### src/rtl/irq_controller_if.sv
`default_nettype none
// ============================================================================
// irq_controller_if : config bus and pipeline handshake of irq_controller
// Revision: 1.0
// ============================================================================
interface irq_controller_if #(
  parameter int NUM_IRQ = 8,
  parameter int ID_W    = (NUM_IRQ > 1) ? $clog2(NUM_IRQ) : 1
) ();
  logic            cfg_we;
  logic [1:0]      cfg_addr;
  logic [31:0]     cfg_wdata;
  logic [31:0]     cfg_rdata;
  logic            irq_req;
  logic [31:0]     irq_vec;
  logic [ID_W-1:0] irq_id;
  logic            irq_ack;
  logic [31:0]     ack_pc;
  logic            irq_ret;
  logic [31:0]     epc;
  logic            in_service;

  modport master (
    output cfg_we, cfg_addr, cfg_wdata, irq_ack, ack_pc, irq_ret,
    input  cfg_rdata, irq_req, irq_vec, irq_id, epc, in_service
  );

  modport slave (
    input  cfg_we, cfg_addr, cfg_wdata, irq_ack, ack_pc, irq_ret,
    output cfg_rdata, irq_req, irq_vec, irq_id, epc, in_service
  );
endinterface
`default_nettype wire

### src/rtl/irq_controller.sv
`default_nettype none
// ============================================================================
// irq_controller : synchronised, masked, fixed-priority interrupt controller
// Revision: 1.0
// ============================================================================
module irq_controller #(
  parameter int          NUM_IRQ    = 8,
  parameter logic [31:0] VEC_BASE   = 32'h0000_0100,
  parameter int          VEC_STRIDE = 4,
  parameter int          ID_W       = (NUM_IRQ > 1) ? $clog2(NUM_IRQ) : 1
) (
  input  logic               clk,
  input  logic               rst,
  input  logic [NUM_IRQ-1:0] irq_in,
  irq_controller_if.slave    bus
);

  localparam logic [1:0] c_st_idle    = 2'd0;
  localparam logic [1:0] c_st_req     = 2'd1;
  localparam logic [1:0] c_st_service = 2'd2;

  logic [1:0]         r_state;
  logic [NUM_IRQ-1:0] r_sync1;
  logic [NUM_IRQ-1:0] r_sync;
  logic [NUM_IRQ-1:0] r_prev;
  logic [NUM_IRQ-1:0] r_mask;
  logic [NUM_IRQ-1:0] r_mode;
  logic [NUM_IRQ-1:0] r_pend;
  logic               r_gie;
  logic [ID_W-1:0]    r_id;
  logic [31:0]        r_epc;

  logic [NUM_IRQ-1:0] w_elig;
  logic [NUM_IRQ-1:0] w_rise;
  logic [NUM_IRQ-1:0] w_w1c;
  logic [NUM_IRQ-1:0] w_ack_clr;
  logic [NUM_IRQ-1:0] w_pend_nxt;
  logic [ID_W-1:0]    w_win;
  logic [31:0]        w_rdata;

  assign w_elig = r_pend & r_mask & {NUM_IRQ{r_gie}};
  assign w_rise = r_sync & ~r_prev;
  assign w_w1c  = (bus.cfg_we && bus.cfg_addr == 2'd2) ? bus.cfg_wdata[NUM_IRQ-1:0]
                                                        : '0;

  // Lowest index wins: scan downward so the last hit is the smallest index.
  always_comb begin
    w_win = '0;
    for (int i = NUM_IRQ - 1; i >= 0; i--) begin
      if (w_elig[i]) w_win = ID_W'(i);
    end
  end

  always_comb begin
    w_ack_clr = '0;
    if (r_state == c_st_req && bus.irq_ack) begin
      for (int i = 0; i < NUM_IRQ; i++) begin
        if (r_id == ID_W'(i)) w_ack_clr[i] = 1'b1;
      end
    end
  end

  // Edge lines: a new rising edge beats a simultaneous clear. Level lines follow sync.
  assign w_pend_nxt = (r_mode & ((r_pend & ~(w_w1c | w_ack_clr)) | w_rise))
                    | (~r_mode & r_sync);

  always_ff @(posedge clk or posedge rst) begin
    if (rst) begin
      r_sync1 <= '0;
      r_sync  <= '0;
      r_prev  <= '0;
      r_pend  <= '0;
    end else begin
      r_sync1 <= irq_in;
      r_sync  <= r_sync1;
      r_prev  <= r_sync;
      r_pend  <= w_pend_nxt;
    end
  end

  always_ff @(posedge clk or posedge rst) begin
    if (rst) begin
      r_mask <= '0;
      r_mode <= '1;
      r_gie  <= 1'b0;
    end else if (bus.cfg_we) begin
      case (bus.cfg_addr)
        2'd0:    r_mask <= bus.cfg_wdata[NUM_IRQ-1:0];
        2'd1:    r_mode <= bus.cfg_wdata[NUM_IRQ-1:0];
        2'd3:    r_gie  <= bus.cfg_wdata[0];
        default: ;
      endcase
    end
  end

  // irq_id only moves when leaving IDLE, so the request stays committed in REQ.
  always_ff @(posedge clk or posedge rst) begin
    if (rst) begin
      r_state <= c_st_idle;
      r_id    <= '0;
      r_epc   <= '0;
    end else begin
      case (r_state)
        c_st_idle: begin
          if (|w_elig) begin
            r_state <= c_st_req;
            r_id    <= w_win;
          end
        end
        c_st_req: begin
          if (bus.irq_ack) begin
            r_state <= c_st_service;
            r_epc   <= bus.ack_pc;
          end
        end
        c_st_service: begin
          if (bus.irq_ret) r_state <= c_st_idle;
        end
        default: r_state <= c_st_idle;
      endcase
    end
  end

  always_comb begin
    w_rdata = '0;
    case (bus.cfg_addr)
      2'd0:    w_rdata[NUM_IRQ-1:0] = r_mask;
      2'd1:    w_rdata[NUM_IRQ-1:0] = r_mode;
      2'd2:    w_rdata[NUM_IRQ-1:0] = r_pend;
      default: w_rdata[0]           = r_gie;
    endcase
  end

  assign bus.cfg_rdata  = w_rdata;
  assign bus.irq_req    = (r_state == c_st_req);
  assign bus.in_service = (r_state == c_st_service);
  assign bus.irq_id     = r_id;
  assign bus.irq_vec    = VEC_BASE + 32'(r_id) * 32'(VEC_STRIDE);
  assign bus.epc        = r_epc;

endmodule
`default_nettype wire

### src/flat_wrapper.sv
// flat-port wrapper written by rule: the top's interface ports become plain ports
module irq_controller_flat 
#(
  parameter int          NUM_IRQ    = 8,
  parameter logic [31:0] VEC_BASE   = 32'h0000_0100,
  parameter int          VEC_STRIDE = 4,
  parameter int          ID_W       = (NUM_IRQ > 1) ? $clog2(NUM_IRQ) : 1
)
  (clk, rst, irq_in, bus_cfg_we, bus_cfg_addr, bus_cfg_wdata, bus_irq_ack, bus_ack_pc, bus_irq_ret, bus_cfg_rdata, bus_irq_req, bus_irq_vec, bus_irq_id, bus_epc, bus_in_service);
  irq_controller_if #(.NUM_IRQ(NUM_IRQ), .ID_W(ID_W)) bus_i ();
  input  logic clk;
  input  logic rst;
  input  logic [NUM_IRQ-1:0] irq_in;
  input wire logic [$bits(bus_i.cfg_we)-1:0] bus_cfg_we;
  input wire logic [$bits(bus_i.cfg_addr)-1:0] bus_cfg_addr;
  input wire logic [$bits(bus_i.cfg_wdata)-1:0] bus_cfg_wdata;
  input wire logic [$bits(bus_i.irq_ack)-1:0] bus_irq_ack;
  input wire logic [$bits(bus_i.ack_pc)-1:0] bus_ack_pc;
  input wire logic [$bits(bus_i.irq_ret)-1:0] bus_irq_ret;
  output wire logic [$bits(bus_i.cfg_rdata)-1:0] bus_cfg_rdata;
  output wire logic [$bits(bus_i.irq_req)-1:0] bus_irq_req;
  output wire logic [$bits(bus_i.irq_vec)-1:0] bus_irq_vec;
  output wire logic [$bits(bus_i.irq_id)-1:0] bus_irq_id;
  output wire logic [$bits(bus_i.epc)-1:0] bus_epc;
  output wire logic [$bits(bus_i.in_service)-1:0] bus_in_service;
  assign bus_i.cfg_we = bus_cfg_we;
  assign bus_i.cfg_addr = bus_cfg_addr;
  assign bus_i.cfg_wdata = bus_cfg_wdata;
  assign bus_i.irq_ack = bus_irq_ack;
  assign bus_i.ack_pc = bus_ack_pc;
  assign bus_i.irq_ret = bus_irq_ret;
  assign bus_cfg_rdata = bus_i.cfg_rdata;
  assign bus_irq_req = bus_i.irq_req;
  assign bus_irq_vec = bus_i.irq_vec;
  assign bus_irq_id = bus_i.irq_id;
  assign bus_epc = bus_i.epc;
  assign bus_in_service = bus_i.in_service;
  irq_controller #(.NUM_IRQ(NUM_IRQ), .VEC_BASE(VEC_BASE), .VEC_STRIDE(VEC_STRIDE), .ID_W(ID_W)) u_core (.clk(clk), .rst(rst), .irq_in(irq_in), .bus(bus_i));
endmodule
### config.mk
export PLATFORM = sky130hd
export DESIGN_NAME = irq_controller_flat
export DESIGN_NICKNAME = d
export VERILOG_FILES = /design/src/rtl/irq_controller_if.sv /design/src/rtl/irq_controller.sv /design/src/flat_wrapper.sv
export SDC_FILE = /design/constraint.sdc
export NUM_CORES = 1
export LEC_CHECK = 0
export CORE_ASPECT_RATIO = 1.25
export CORE_MARGIN = 10
export CORE_UTILIZATION = 46
export CTS_BUF_LIST = sky130_fd_sc_hd__clkbuf_8
export CTS_CLUSTER_DIAMETER = 150
export DETAILED_ROUTE_END_ITERATION = 8
export GPL_ROUTABILITY_DRIVEN = 1
export PLACE_DENSITY = 0.85
export SYNTH_ARGS = -nofsm -noshare
export SYNTH_HDL_FRONTEND = slang
export SYNTH_SLANG_ARGS = --single-unit
export TNS_END_PERCENT = 10
### constraint.sdc
create_clock -name clk -period 7.41 [get_ports clk]
set_clock_uncertainty 0.05 [all_clocks]
set_input_delay 0.741 -clock clk [delete_from_list [all_inputs] [get_ports clk]]
set_output_delay 0.741 -clock clk [all_outputs]
set_load 0.05 [all_outputs]
Word level (Yosys, flattened, before mapping)
Index checks and enable logic that the tools add are counted.

storage, ports and cells
  flip-flop bits (word level) = 86
  bits in latches = 0
  bits in writable memories = 0
  bits in read-only memories = 0
  input port bits = 79
  output and inout bits = 101
  memories = 0

operators by class
  add/subtract/negate cells = 1
  multipliers = 0
  divide/modulo/power cells = 0
  magnitude comparators = 0
  equality and inequality tests = 15
  shift operators = 0
  muxes and demuxes = 24
  bitwise logic cells = 12
  reductions and logical operators = 12

operators by type and width
  cell                                                    count
  bitwise AND 8 bit                                       6
  two-way mux 3 bit                                       8
  NOT 8 bit                                               3
  OR 8 bit                                                3
  one-hot mux 7 bit (3 select lines)                      1
  two-way mux 8 bit                                       2
  equality test 3 bit (second input constant)             4
  adder 9 x 5 -> 10 bit (first input constant)            1
  AND reduction 2 bit                                     5
  two-way mux 1 bit                                       8
  OR reduction 8 bit                                      1
  equality test 2 bit (second input constant)             3
  equality test 3 x 2 -> 1 bit (second input constant)    2
  two-way mux 2 bit                                       3
  one-hot mux 2 bit (3 select lines)                      1
  equality test 2 x 1 -> 1 bit (second input constant)    2
  logical NOT 2 bit                                       2
  inequality test 2 bit (second input constant)           2
  equality test 3 x 1 -> 1 bit (second input constant)    1
  logical NOT 3 bit                                       1
  one-hot mux 1 bit (3 select lines)                      1
  AND reduction 3 bit                                     1
  logical AND 1 bit                                       2
  inequality test 2 x 1 -> 1 bit (second input constant)  1

Depth between registers and ports, before layout
  word-level depth = 10
  mapped depth = 5
  mapped depth without buffers = 5

Worst setup path after synthesis
OpenSTA, ideal clock, no wires.

  path kind = input -> output
  start = in bus_cfg_addr[0]
  end = out bus_cfg_rdata[1]
  arrival time = 2.122 ns
  required time = 6.619 ns
  setup slack = 4.497 ns
  cell stages on the path = 3
  buffers on the path = 1
  cells stage by stage = buf_4 mux2i_1 o21ai_0

on the way
  longest elaborated chain between the ends = 2
  elaborated cells on any way between the ends = 4
  classes of those cells = eq/ne: 2; mux: 1; reduce/logical: 1

ends and longest elaborated chain
  item                                               RTL line               text
  start: declaration                                 flat_wrapper.sv:15     input wire logic [$bits(bus_i.cfg_addr)-1:0] bus_cfg_addr;
  equality test 2 bit, or another cell as far along  irq_controller.sv:126  case (bus.cfg_addr)
  one-hot mux 7 bit (3 select lines) (*)             irq_controller.sv:126
  end: declaration                                   flat_wrapper.sv:20     output wire logic [$bits(bus_i.cfg_rdata)-1:0] bus_cfg_rdata;

Every way passes the cells marked *; elsewhere a longest branch is shown, timed or not.

Worst setup path after layout
  start = in bus_cfg_addr[0]
  end = out bus_cfg_rdata[7]

Same word-level chain as after synthesis.

==> impl.org <==
** Detailed routing
- Dividing the detail-routed wire length by the instance count gives 17.4 um.
- For this block, the via count after detailed routing is 2554.
- Starting DRC count in detailed routing :: 185
- The detail route stage leaves a number of antenna-violating nets equal to 0.
- Before antenna repair, the detailed router went through 4 iterations.
- Total wirelength of the detailed-routed design :: 8.90 mm
- Post-DR vias/cell :: 4.99
- In the routed design, unresolved DRC markers number 0.

** Power and ir drop
- LEAKAGE :: 2.24 nW
- Switch Pwr :: 0.000928 W
- In this run switching power makes up 44.7% of total power.
- Share of total power in the clock network :: 15.7%
- Power per cell area :: 419 nW/um2
- Final Power :: 0.00207 W
- Sequential cells account for 34.4% of the total power.
- Cell-internal power :: 0.00115 W
- VDD sags by at most 0.303 mV.
- Share of power burned in combinational logic :: 49.9%

** Job
- Max-cap violations in this run came to 0.

** Finish
- Number of antenna repair diodes :: 0
- Total area of multi-input combinational cells :: 1420 um2
- Measured on the finished design, the core utilization comes to 60.1%.
- Layout-stage area growth over the synthesis result :: 27.9%
- In the final layout, flip-flops and latches occupy 2160 um2.
- Net count, final :: 489
- Cells with a size suffix above 1 make up 18.6% of the layout.
- Number of inserted filler cells in the final layout :: 638

** Worst setup path
- The startpoint identified for the worst register-to-register timing path is u_core.r_state[1].
- STA puts the critical path data arrival time at 3170 ps.
- Data on the critical path is required at its endpoint by 6620 ps.
- The critical path ends at bus_cfg_rdata[7].
- The number of cells on the worst reg-to-reg path is 4.
- Setup slack of the most critical reg-to-reg path :: 5520 ps
- Worst Setup End Kind :: output pin
- STA classifies the critical path startpoint as an input pin.
- Maximum fanout along the worst path :: 13
- The most critical setup path has its startpoint at bus_cfg_addr[0].
- Worst flop-to-flop path endpoint :: u_core.r_pend[6]
- The setup path with the least slack is of type input pin to output pin.

** STA
- Transition time at the pin with the least slew margin :: 1050 ps
- Post-layout minimum cycle time :: 3960 ps
- Setup repair after global routing missed its margin :: false
- Setup violations remaining at the end of the flow were counted as 0.
- Count of final max-slew check failures :: 0
- After layout, the worst setup slack is 3450 ps.
- Total negative slack :: 0 ps
- Share of the clock period used by the worst path after layout :: 53.4%
- The hold violation count in the final report came to 0.
- Worst hold margin :: 301 ps
- Slew Limit Headroom :: 30.0%
- Max Clk Rate :: 253 MHz

** GRT
- The number of antenna violations at the first check in global routing is 0.
- The number of global-route vias before repair came to 2693.
- Final global-route overflow total :: 0
- The first global-routing pass estimated 13.6 mm of wire.
- All-Layer GR Usage :: 14.2%
- Pin count of the biggest net entering global routing :: 87

** Status
- Result of the run :: finished, final reports clean

** Clock tree
- The H-tree generated during clock tree synthesis spans 3 levels.
- TritonCTS built the clock tree.
- The longest clock path from root to sink contains 2 buffers.
- Clock tree synthesis selected as its root buffer the cell clkbuf_8.
- Buffers inserted to repair hold after CTS numbered 0.
- Clock latency reported for the late side of the worst-skew pair :: 350 ps
- Counting every sink on the clock net gives 86.
- The number of setup buffers added after CTS is 0.
- CTS Buf Count :: 9
- Clock-pin slew was measured on the worst setup and hold paths at 80 ps.
- Number of gates resized after cts :: 0

** Synth
- Number of distinct library cell variants in the gate-level netlist after synthesis :: 34
- Synth async-reset ratio :: 100%
- Simple logic cell fraction of the synthesized area :: 7.36%
- Main combinational cell family by area after synthesis :: multiplexers
- After Yosys synthesis, XOR and XNOR cells account for 0% of the synthesized area.
- Area share of the largest cell type after synthesis :: 50.4%
- For this run, the number of Yosys warnings is 0.
- In this run the mean area of a mapped cell was 12.6 um2.
- Multiplexer cells account for 17.0% of the synthesized area.
- The synthesized netlist devotes 7.20% of its cell area to compound gates.
- Post-synthesis adder-cell area fraction :: 0%
- Of all cell types, the one taking the most synthesized area is dfrtp_1.
- The synthesized design contains 0 enable-type register cells.
- In the synthesized netlist the dominant register cell turns out to be dfrtp_1.
- Count of mapped cells out of synthesis :: 308
- Register area share after synthesis :: 55.8%
- Sorting the synthesized cells by area gives the leading types as dfrtp_1, mux2_2, buf_4.
- Post-synthesis register bit count :: 86
- Synthesized cell area :: 3870 um2

** Hold path
- Hold Crit Class :: flop to flop

** Die
- The die covers 12500 um2.
- Pin placement for this block handled 180 I/O pins.
- In this run the vertical extent of the chip is 123 um.
- Starting density of the core :: 47.0%
- The floorplan has 37 rows.
- The region available for standard cell placement spans 8240 um2.
- The die is 102 um wide.

** Place
- In this run the tool buffered the top-level ports with 102 buffer cells.
- OpenSTA, run right after detailed placement, puts the worst setup slack at 3450 ps.
- HPWL after detailed placement :: 6.74 mm
- Routability cong. :: 0.852
## how the worst min path moves through the flow
| stage | slack (ps) | end | depth (start not counted) | from |
|---|---|---|---|---|
| global route | 310 | u_core.r_sync[4] | 0 | u_core.r_sync1[4] |
| finish | 300 | u_core.r_sync[2] | 0 | u_core.r_sync1[2] |
| global placement | 280 | u_core.r_sync[3] | 0 | u_core.r_sync1[3] |
| floorplan | 280 | u_core.r_sync[0] | 0 | u_core.r_sync1[0] |
| CTS | 300 | u_core.r_sync[5] | 0 | u_core.r_sync1[5] |
| detailed placement | 280 | u_core.r_sync[1] | 0 | u_core.r_sync1[1] |
## metrics by stage
step                      area [um2]  instances
after detailed placement        4750        496
after global routing            4950        512
after global placement          4750        496
final                           4950        512
after CTS                       4950        512
after floorplan                 4070        359
## per-layer routing
metal	GRT usage [%]	vias up	share of wire, %
met1	14.4	1241	35
met3	7.42	17	15
met2	23.4	135	48
met4	7.24	0	2.5
met5	0	-	0
li1	-	1161	-
## cells in the final DEF (no fill, tap or decap), types with 4 or more instances in the layout
cell and instances:
clkdlybuf4s50_1 102, dfrtp_1 78, conb_1 53, mux2_2 47, nand2_1 33, clkbuf_8 11
o21ai_0 9, dfstp_2 8, nand3_1 7, mux2i_1 7, a22o_1 6, nor2_1 5
inv_1 5, a21o_1 5, a22oi_1 4, a21oi_1 4, a221oi_1 4, clkinv_2 4
## synth_stat cells (2+ instances only)
| cell | instances |
|---|---|
| a21o_1 | 5 |
| a21oi_1 | 4 |
| a221oi_1 | 4 |
| a22o_1 | 6 |
| a22oi_1 | 4 |
| buf_2 | 4 |
| buf_4 | 57 |
| conb_1 | 2 |
| dfrtp_1 | 78 |
| dfstp_2 | 8 |
| inv_1 | 5 |
| mux2_1 | 3 |
| mux2_2 | 47 |
| mux2i_1 | 7 |
| nand2_1 | 33 |
| nand2b_1 | 2 |
| nand3_1 | 7 |
| nand3b_4 | 2 |
| nor2_1 | 5 |
| o211ai_1 | 3 |
| o21ai_0 | 9 |
## layout make-up
type	instances	area share, %
Multi-Input combinational cell	205	28.7
Timing Repair Buffer	103	20.8
Sequential cell	86	43.6
Clock inverter	5	0.985
Clock buffer	11	3.06
Tap cell	97	2.45
Inverter	5	0.404
## critical path, cell delays in order
cell and delay, ps:
clkdlybuf4s50_1 830, nor2b_2 510, nand2_1 90, o21ai_0 120
clkdlybuf4s50_1 860
## sequential cells by signal, summed over array words and instances, names as in the netlist
register           flops
u_core.bus.epc        32
u_core.r_prev          8
u_core.r_sync1         8
u_core.r_gie           1
u_core.r_state         2
u_core.r_mode          8
u_core.r_pend          8
u_core.r_sync          8
u_core.r_mask          8
u_core.bus.irq_id      3
## power groups by stage
| stage | Clock [W] | Combinational, W | Sequential (W) |
|---|---|---|---|
| floorplan | 0 | 0.000397 | 0.00104 |
| global placement | 0 | 0.00103 | 0.000713 |
| detailed placement | 0 | 0.00104 | 0.000724 |
| CTS | 0.000336 | 0.00104 | 0.000715 |
| global route | 0.000353 | 0.00108 | 0.000735 |
| finish | 0.000327 | 0.00103 | 0.000714 |
## kinds of logic after synthesis
logic type      count (synthesis)
compound gates                 39
other cells                     2
flops                          86
simple gates                   55
buf+inv                        68
mux                            58
No activity file was read; power rests on OpenSTA's default activity.
